--- src/rtl/ir_pkg.sv ---
// Shared defaults for the instruction register / return-address stack.
// Holds the opcode encodings and the decode classification type.
package ir_pkg;

   localparam int IR_IW    = 22;
   localparam int IR_OPW   = 12;
   localparam int IR_AW    = 10;
   localparam int IR_DEPTH = 8;

   localparam logic [IR_OPW-1:0] IR_BSR_OP   = 12'b011100000000;
   localparam logic [IR_IW-1:0]  IR_RET_CODE = 22'b0000011000000000000000;
   localparam logic [IR_IW-1:0]  IR_NOP_CODE = 22'b0;

   // Decode result of the incoming program-memory word
   typedef enum logic [1:0] {
      DEC_NONE = 2'd0,
      DEC_BSR  = 2'd1,
      DEC_RET  = 2'd2
   } dec_e;

endpackage

--- src/rtl/ir_callstack_if.sv ---
// Pipeline-side signal bundle of the instruction register and call stack.
// HOLD is a stall: while high, nothing advances; FLUSH overrides it and injects a NOP.
interface ir_callstack_if #(
   parameter int IW    = 22,
   parameter int AW    = 10,
   parameter int DEPTH = 8
) ();

   localparam int DW = $clog2(DEPTH + 1);

   logic          HOLD;
   logic          FLUSH;
   logic [IW-1:0] PR_code;
   logic [AW-1:0] PC_in;
   logic          clr_err;

   logic [IW-1:0] IR_code;
   logic          bsr_det;
   logic          ret_det;
   logic [AW-1:0] ret_addr;
   logic [DW-1:0] stack_depth;
   logic          stack_full;
   logic          stack_empty;
   logic          stack_ovf;
   logic          stack_unf;

   modport master (
      output HOLD, FLUSH, PR_code, PC_in, clr_err,
      input  IR_code, bsr_det, ret_det, ret_addr, stack_depth,
      input  stack_full, stack_empty, stack_ovf, stack_unf
   );

   modport slave (
      input  HOLD, FLUSH, PR_code, PC_in, clr_err,
      output IR_code, bsr_det, ret_det, ret_addr, stack_depth,
      output stack_full, stack_empty, stack_ovf, stack_unf
   );

endinterface

--- src/rtl/ir_callstack_ret_stack.sv ---
// LIFO of return addresses. Push is ignored when full and pop when empty;
// entries are written only on push and are never reset.
module ret_stack #(
   parameter  int AW    = 10,
   parameter  int DEPTH = 8,
   localparam int DW    = $clog2(DEPTH + 1),
   localparam int IXW   = (DEPTH > 1) ? $clog2(DEPTH) : 1
) (
   input  logic          clk,
   input  logic          rst,
   input  logic          push,
   input  logic          pop,
   input  logic [AW-1:0] din,
   output logic [AW-1:0] top,
   output logic [DW-1:0] depth,
   output logic          full,
   output logic          empty
);

   logic [AW-1:0]  mem [DEPTH];
   logic [DW-1:0]  sp;
   logic [IXW-1:0] wr_ix;
   logic [IXW-1:0] rd_ix;

   assign full  = (sp == DW'(DEPTH));
   assign empty = (sp == '0);
   assign depth = sp;

   // sp is the next free slot, so the top entry lives one below it
   assign wr_ix = IXW'(sp);
   assign rd_ix = IXW'(sp - DW'(1));
   assign top   = mem[rd_ix];

   always_ff @(posedge clk or posedge rst) begin
      if (rst) begin
         sp <= '0;
      end else if (push && !full) begin
         sp <= sp + DW'(1);
      end else if (pop && !empty) begin
         sp <= sp - DW'(1);
      end
   end

   always_ff @(posedge clk) begin
      if (push && !full) begin
         mem[wr_ix] <= din;
      end
   end

endmodule

--- src/rtl/ir_callstack.sv ---
// Fetch/decode instruction register: latches PR_code, flags bsr/ret, and
// keeps a hardware return-address stack feeding the PC mux.
module ir_callstack
   import ir_pkg::*;
#(
   parameter int             IW       = IR_IW,
   parameter int             OPW      = IR_OPW,
   parameter int             AW       = IR_AW,
   parameter int             DEPTH    = IR_DEPTH,
   parameter logic [OPW-1:0] BSR_OP   = IR_BSR_OP,
   parameter logic [IW-1:0]  RET_CODE = IR_RET_CODE,
   parameter logic [IW-1:0]  NOP_CODE = IR_NOP_CODE
) (
   input  logic         CLK,
   input  logic         RESET,
   ir_callstack_if.slave bus
);

   localparam int DW = $clog2(DEPTH + 1);

   dec_e          dec;
   logic          advance;
   logic          push;
   logic          pop;
   logic          ovf_evt;
   logic          unf_evt;
   logic [AW-1:0] push_addr;

   logic [AW-1:0] stk_top;
   logic [DW-1:0] stk_depth;
   logic          stk_full;
   logic          stk_empty;

   logic [IW-1:0] ir_q;
   logic          bsr_q;
   logic          ret_q;
   logic [AW-1:0] ra_q;
   logic          ovf_q;
   logic          unf_q;

   // ret is a full-word match and takes priority over the bsr field match
   always_comb begin
      dec = DEC_NONE;
      if (bus.PR_code == RET_CODE) begin
         dec = DEC_RET;
      end else if (bus.PR_code[IW-1:IW-OPW] == BSR_OP) begin
         dec = DEC_BSR;
      end
   end

   assign advance   = !bus.FLUSH && !bus.HOLD;
   assign push      = advance && (dec == DEC_BSR);
   assign pop       = advance && (dec == DEC_RET);
   assign ovf_evt   = push && stk_full;
   assign unf_evt   = pop && stk_empty;
   assign push_addr = bus.PC_in + AW'(1);

   ret_stack #(
      .AW    (AW),
      .DEPTH (DEPTH)
   ) u_ret_stack (
      .clk   (CLK),
      .rst   (RESET),
      .push  (push),
      .pop   (pop),
      .din   (push_addr),
      .top   (stk_top),
      .depth (stk_depth),
      .full  (stk_full),
      .empty (stk_empty)
   );

   always_ff @(posedge CLK or posedge RESET) begin
      if (RESET) begin
         ir_q  <= NOP_CODE;
         bsr_q <= 1'b0;
         ret_q <= 1'b0;
         ra_q  <= '0;
         ovf_q <= 1'b0;
         unf_q <= 1'b0;
      end else if (bus.FLUSH) begin
         ir_q  <= NOP_CODE;
         bsr_q <= 1'b0;
         ret_q <= 1'b0;
      end else if (!bus.HOLD) begin
         ir_q  <= bus.PR_code;
         bsr_q <= (dec == DEC_BSR);
         ret_q <= (dec == DEC_RET);
         if (dec == DEC_RET) begin
            ra_q <= stk_empty ? '0 : stk_top;
         end
         // a new error event on the same edge outranks the clear
         ovf_q <= ovf_evt || (ovf_q && !bus.clr_err);
         unf_q <= unf_evt || (unf_q && !bus.clr_err);
      end
   end

   assign bus.IR_code     = ir_q;
   assign bus.bsr_det     = bsr_q;
   assign bus.ret_det     = ret_q;
   assign bus.ret_addr    = ra_q;
   assign bus.stack_depth = stk_depth;
   assign bus.stack_full  = stk_full;
   assign bus.stack_empty = stk_empty;
   assign bus.stack_ovf   = ovf_q;
   assign bus.stack_unf   = unf_q;

endmodule

--- src/flat_wrapper.sv ---
// flat-port wrapper written by rule: the top's interface ports become plain ports
module ir_callstack_flat import ir_pkg::*;
#(
   parameter int             IW       = IR_IW,
   parameter int             OPW      = IR_OPW,
   parameter int             AW       = IR_AW,
   parameter int             DEPTH    = IR_DEPTH,
   parameter logic [OPW-1:0] BSR_OP   = IR_BSR_OP,
   parameter logic [IW-1:0]  RET_CODE = IR_RET_CODE,
   parameter logic [IW-1:0]  NOP_CODE = IR_NOP_CODE
)
  (CLK, RESET, bus_HOLD, bus_FLUSH, bus_PR_code, bus_PC_in, bus_clr_err, bus_IR_code, bus_bsr_det, bus_ret_det, bus_ret_addr, bus_stack_depth, bus_stack_full, bus_stack_empty, bus_stack_ovf, bus_stack_unf);
  ir_callstack_if #(.IW(IW), .AW(AW), .DEPTH(DEPTH)) bus_i ();
  input  logic CLK;
  input  logic RESET;
  input wire logic [$bits(bus_i.HOLD)-1:0] bus_HOLD;
  input wire logic [$bits(bus_i.FLUSH)-1:0] bus_FLUSH;
  input wire logic [$bits(bus_i.PR_code)-1:0] bus_PR_code;
  input wire logic [$bits(bus_i.PC_in)-1:0] bus_PC_in;
  input wire logic [$bits(bus_i.clr_err)-1:0] bus_clr_err;
  output wire logic [$bits(bus_i.IR_code)-1:0] bus_IR_code;
  output wire logic [$bits(bus_i.bsr_det)-1:0] bus_bsr_det;
  output wire logic [$bits(bus_i.ret_det)-1:0] bus_ret_det;
  output wire logic [$bits(bus_i.ret_addr)-1:0] bus_ret_addr;
  output wire logic [$bits(bus_i.stack_depth)-1:0] bus_stack_depth;
  output wire logic [$bits(bus_i.stack_full)-1:0] bus_stack_full;
  output wire logic [$bits(bus_i.stack_empty)-1:0] bus_stack_empty;
  output wire logic [$bits(bus_i.stack_ovf)-1:0] bus_stack_ovf;
  output wire logic [$bits(bus_i.stack_unf)-1:0] bus_stack_unf;
  assign bus_i.HOLD = bus_HOLD;
  assign bus_i.FLUSH = bus_FLUSH;
  assign bus_i.PR_code = bus_PR_code;
  assign bus_i.PC_in = bus_PC_in;
  assign bus_i.clr_err = bus_clr_err;
  assign bus_IR_code = bus_i.IR_code;
  assign bus_bsr_det = bus_i.bsr_det;
  assign bus_ret_det = bus_i.ret_det;
  assign bus_ret_addr = bus_i.ret_addr;
  assign bus_stack_depth = bus_i.stack_depth;
  assign bus_stack_full = bus_i.stack_full;
  assign bus_stack_empty = bus_i.stack_empty;
  assign bus_stack_ovf = bus_i.stack_ovf;
  assign bus_stack_unf = bus_i.stack_unf;
  ir_callstack #(.IW(IW), .OPW(OPW), .AW(AW), .DEPTH(DEPTH), .BSR_OP(BSR_OP), .RET_CODE(RET_CODE), .NOP_CODE(NOP_CODE)) u_core (.CLK(CLK), .RESET(RESET), .bus(bus_i));
endmodule
--- config.mk ---
export PLATFORM = sky130hd
export DESIGN_NAME = ir_callstack_flat
export DESIGN_NICKNAME = d
export VERILOG_FILES = /design/src/rtl/ir_pkg.sv /design/src/rtl/ir_callstack_if.sv /design/src/rtl/ir_callstack_ret_stack.sv /design/src/rtl/ir_callstack.sv /design/src/flat_wrapper.sv
export SDC_FILE = /design/constraint.sdc
export NUM_CORES = 1
export LEC_CHECK = 0
export BUFFER_PORTS_ARGS = -buffer_cell sky130_fd_sc_hd__buf_2
export CAP_MARGIN = 15
export CORE_MARGIN = 1
export CORE_UTILIZATION = 45
export DETAILED_ROUTE_END_ITERATION = 10
export PLACE_DENSITY = 0.66
export SYNTH_ARGS = -nofsm -noshare
export SYNTH_HDL_FRONTEND = slang
export SYNTH_SLANG_ARGS = --single-unit
--- constraint.sdc ---
create_clock -name CLK -period 3.38 [get_ports CLK]
set_input_delay 0.507 -clock CLK [delete_from_list [all_inputs] [get_ports CLK]]
set_output_delay 0.507 -clock CLK [all_outputs]
set_load 0.01 [all_outputs]
==> run summary <==
top post-synthesis cells by area: edfxtp_1 (49%), dfrtp_1 (20%), mux4_2 (9.1%), mux2i_1 (6.5%), nor2_1 (2.4%)
ys flop type: edfxtp_1
crit path DAT: 2020 ps
Overflow after GRT: 0
Final period util: 0.747
CP bufs+invs: 2
Slowest Stage Delay on Critical Path: 470 ps
Post-Route WL: 9.75 mm
most frequent cell after synthesis: edfxtp_1
Seq pwr share: 0.481
Post-DP Area: 0.00550 sq mm
Clock Latency Late Sink: 520 ps
Yosys warning count: 0
Worst-path clk slew: 60 ps
setup TNS: 0 ps
area delta synth->final: 22.1%
slew of the pin with the lowest slew margin: 847 ps
Tot GR Track Use: 0.184
maximum clock frequency: 0.396 GHz
Max Cap Violations: 0
Initial Util: 0.471
drt first pass iters: 4
fraction of layout cells with a size suffix above 1: 0.346
cells along the critical path: inv_1, ha_1, nand2_1, nor2_1, buf_2
DP Wirelength: 6.51 mm
initial antenna violation count: 0
Final GP Congestion: 0.789
slew margin rel.: 0.435
critical path launch point type: flip-flop
Avg WL per Cell: 17.6 um
1st-iter DRT viols: 212
status: finished clean
pin count of the biggest net entering global routing: 41
drt drc: 0
Hold Fails Final Rpt: 0
Root Buffer: clkbuf_8
CTS H-tree lvls: 4
Max rail drop VDD: 292 uV
Worst Path Required: 2870 ps
Die Area: 0.0114 sq mm
Setup crit end kind: output port
Pwr Density: 550 mW/mm^2
Post-CTS Setup Bufs: 0
synthesis-stage register bit count: 120
internal power: 2.56 mW
Placement Rows: 37
Vias per Instance: 5.40
I/O pins: 79
worst-path fanout max: 9
# nets final: 446
Syn Std Cell Area: 0.00494 sq mm
synth cell count leaders: edfxtp_1 (80), dfrtp_1 (40), mux2i_1 (32)
Post-Synthesis Cells: 314
Crit Path Category: reg -> out
first-pass GRT wire length: 15.4 mm
Hold Buf Count CTS: 0
Yosys top cell area share: 0.486
Max Slew Vio Count: 0
Avg Synthesized Cell Area: 15.7 sq um
Gate power share: 0.041
core footprint: 0.0105 sq mm
clock power share: 0.478
Routed Antenna Nets: 0
Yosys top cell by area: edfxtp_1
CTS tree: done
Die H: 107 um
Netlist cell types: 33
Num CTS Buffers: 17
worst hold path type: in -> async
Post-synth EDFFs: 80
Crit path max-delay family: flip-flops
Syn Nets: 354
Critical-path top delay cell: dfrtp_1
Finish-stage setup viols: 0
clock skew: 8.37 ps
sequential share of the synthesized area: 0.688
Leak: 2.46 nW
post-route cell area: 0.00604 sq mm
Sink Count: 120
asr flop ratio synth: 0.333
post-cts gate resize count: 0
Final min period: 2520 ps
# port buffers: 78
Die Width: 107 um
Antenna Cells: 0
CTS Buffer Depth: 2
P_sw: 0.768 mW
RSZ-0062 raised after global routing: false
switching share of power: 0.231
via count: 2995
vias in the first global route: 3031
[path summary, 6_finish.rpt]
check	from	end	slack, ps	depth (start not counted)
worst max-delay path	u_core.u_ret_stack.depth[1]	bus_stack_full	860	5
worst min-delay path	RESET	u_core.bus.IR_code[17]	100	3
worst max register to register	u_core.u_ret_stack.depth[1]	u_core.bus.ret_addr[6]	1040	6
worst min register to register	u_core.bus.stack_ovf	u_core.bus.stack_ovf	470	2
max in group asynchronous	RESET	u_core.bus.IR_code[19]	2930	3
min in group CLK	bus_PR_code[6]	u_core.bus.IR_code[6]	260	3
[registers in the layout (all words and copies together), names as in the netlist]
name	cells
u_core.bus.stack_ovf	1
u_core.bus.ret_det	1
u_core.bus.stack_unf	1
u_core.u_ret_stack.mem	80
u_core.bus.bsr_det	1
u_core.bus.IR_code	22
u_core.bus.ret_addr	10
u_core.u_ret_stack.depth	4
[layout make-up]
cell class / instances / area (sq um)
inverters: 6 / 22.5
clock buffers: 17 / 414
flip-flops and latches: 120 / 3400
multi-input cells: 173 / 1440
well taps: 136 / 170
clock inverters: 15 / 124
fillers: 852 / 4470
repair buffers: 88 / 465
[metal layers]
metal / part of all wire / vias to the layer above / global-route usage
li1: - / 1367 / -
met2: 0.48 / 109 / 0.289
met5: 0 / - / 0
met4: 0.019 / 0 / 0.0812
met1: 0.45 / 1500 / 0.239
met3: 0.056 / 19 / 0.0517
[metrics by stage]
| stage | power (mW) | cells | utilization | setup WS [ps] | hold slack [ps] |
|---|---|---|---|---|---|
| global route | 3.43 | 555 | 0.575 | 630 | 133 |
| floorplan | 1.70 | 314 | - | 642 | 500 |
| detailed placement | 1.77 | 523 | 0.524 | 917 | 460 |
| global placement | 1.76 | 523 | 0.524 | 882 | 451 |
| finish | 3.32 | 555 | 0.575 | 855 | 102 |
| CTS | 3.36 | 555 | 0.575 | 821 | 115 |
[tightest hold or removal path, stage by stage]
cell and delay (ps):
buf_2 100, inv_1 40, buf_4 410
[power by group through the flow]
stage / Clock, mW / Combinational (mW) / Sequential (mW)
after floorplan: 0 / 0.0657 / 1.64
after global placement: 0 / 0.132 / 1.63
after detailed placement: 0 / 0.137 / 1.63
after CTS: 1.62 / 0.137 / 1.60
after global routing: 1.68 / 0.150 / 1.60
final: 1.59 / 0.136 / 1.60
[logic make-up after synthesis]
| logic type | synth area share |
|---|---|
| xor+xnor | 0.0192 |
| simple gates | 0.0860 |
| buf+inv | 0.0205 |
| mux | 0.159 |
| fa+ha+maj | 0.00759 |
| compound gates | 0.0195 |
| flops | 0.688 |
[cells in the final DEF, fill, tap and decap left out, types with 3 or more instances in the layout]
| cell | netlist | routed |
|---|---|---|
| nand2_1 | 24 | 24 |
| mux2i_1 | 32 | 32 |
| inv_1 | 6 | 6 |
| inv_6 | 0 | 3 |
| xnor2_1 | 8 | 8 |
| o21ai_0 | 11 | 11 |
| mux4_2 | 20 | 20 |
| nor3_1 | 5 | 5 |
| edfxtp_1 | 80 | 80 |
| clkbuf_16 | 0 | 16 |
| buf_4 | 2 | 10 |
| ha_1 | 3 | 3 |
| nor4_1 | 3 | 3 |
| nor2_1 | 31 | 31 |
| dfrtp_1 | 40 | 40 |
| and3_1 | 5 | 5 |
| clkinvlp_4 | 0 | 5 |
| clkinv_4 | 0 | 5 |
| buf_2 | 6 | 78 |
| nand3_1 | 10 | 10 |
Power figures use the tool's default switching activity.
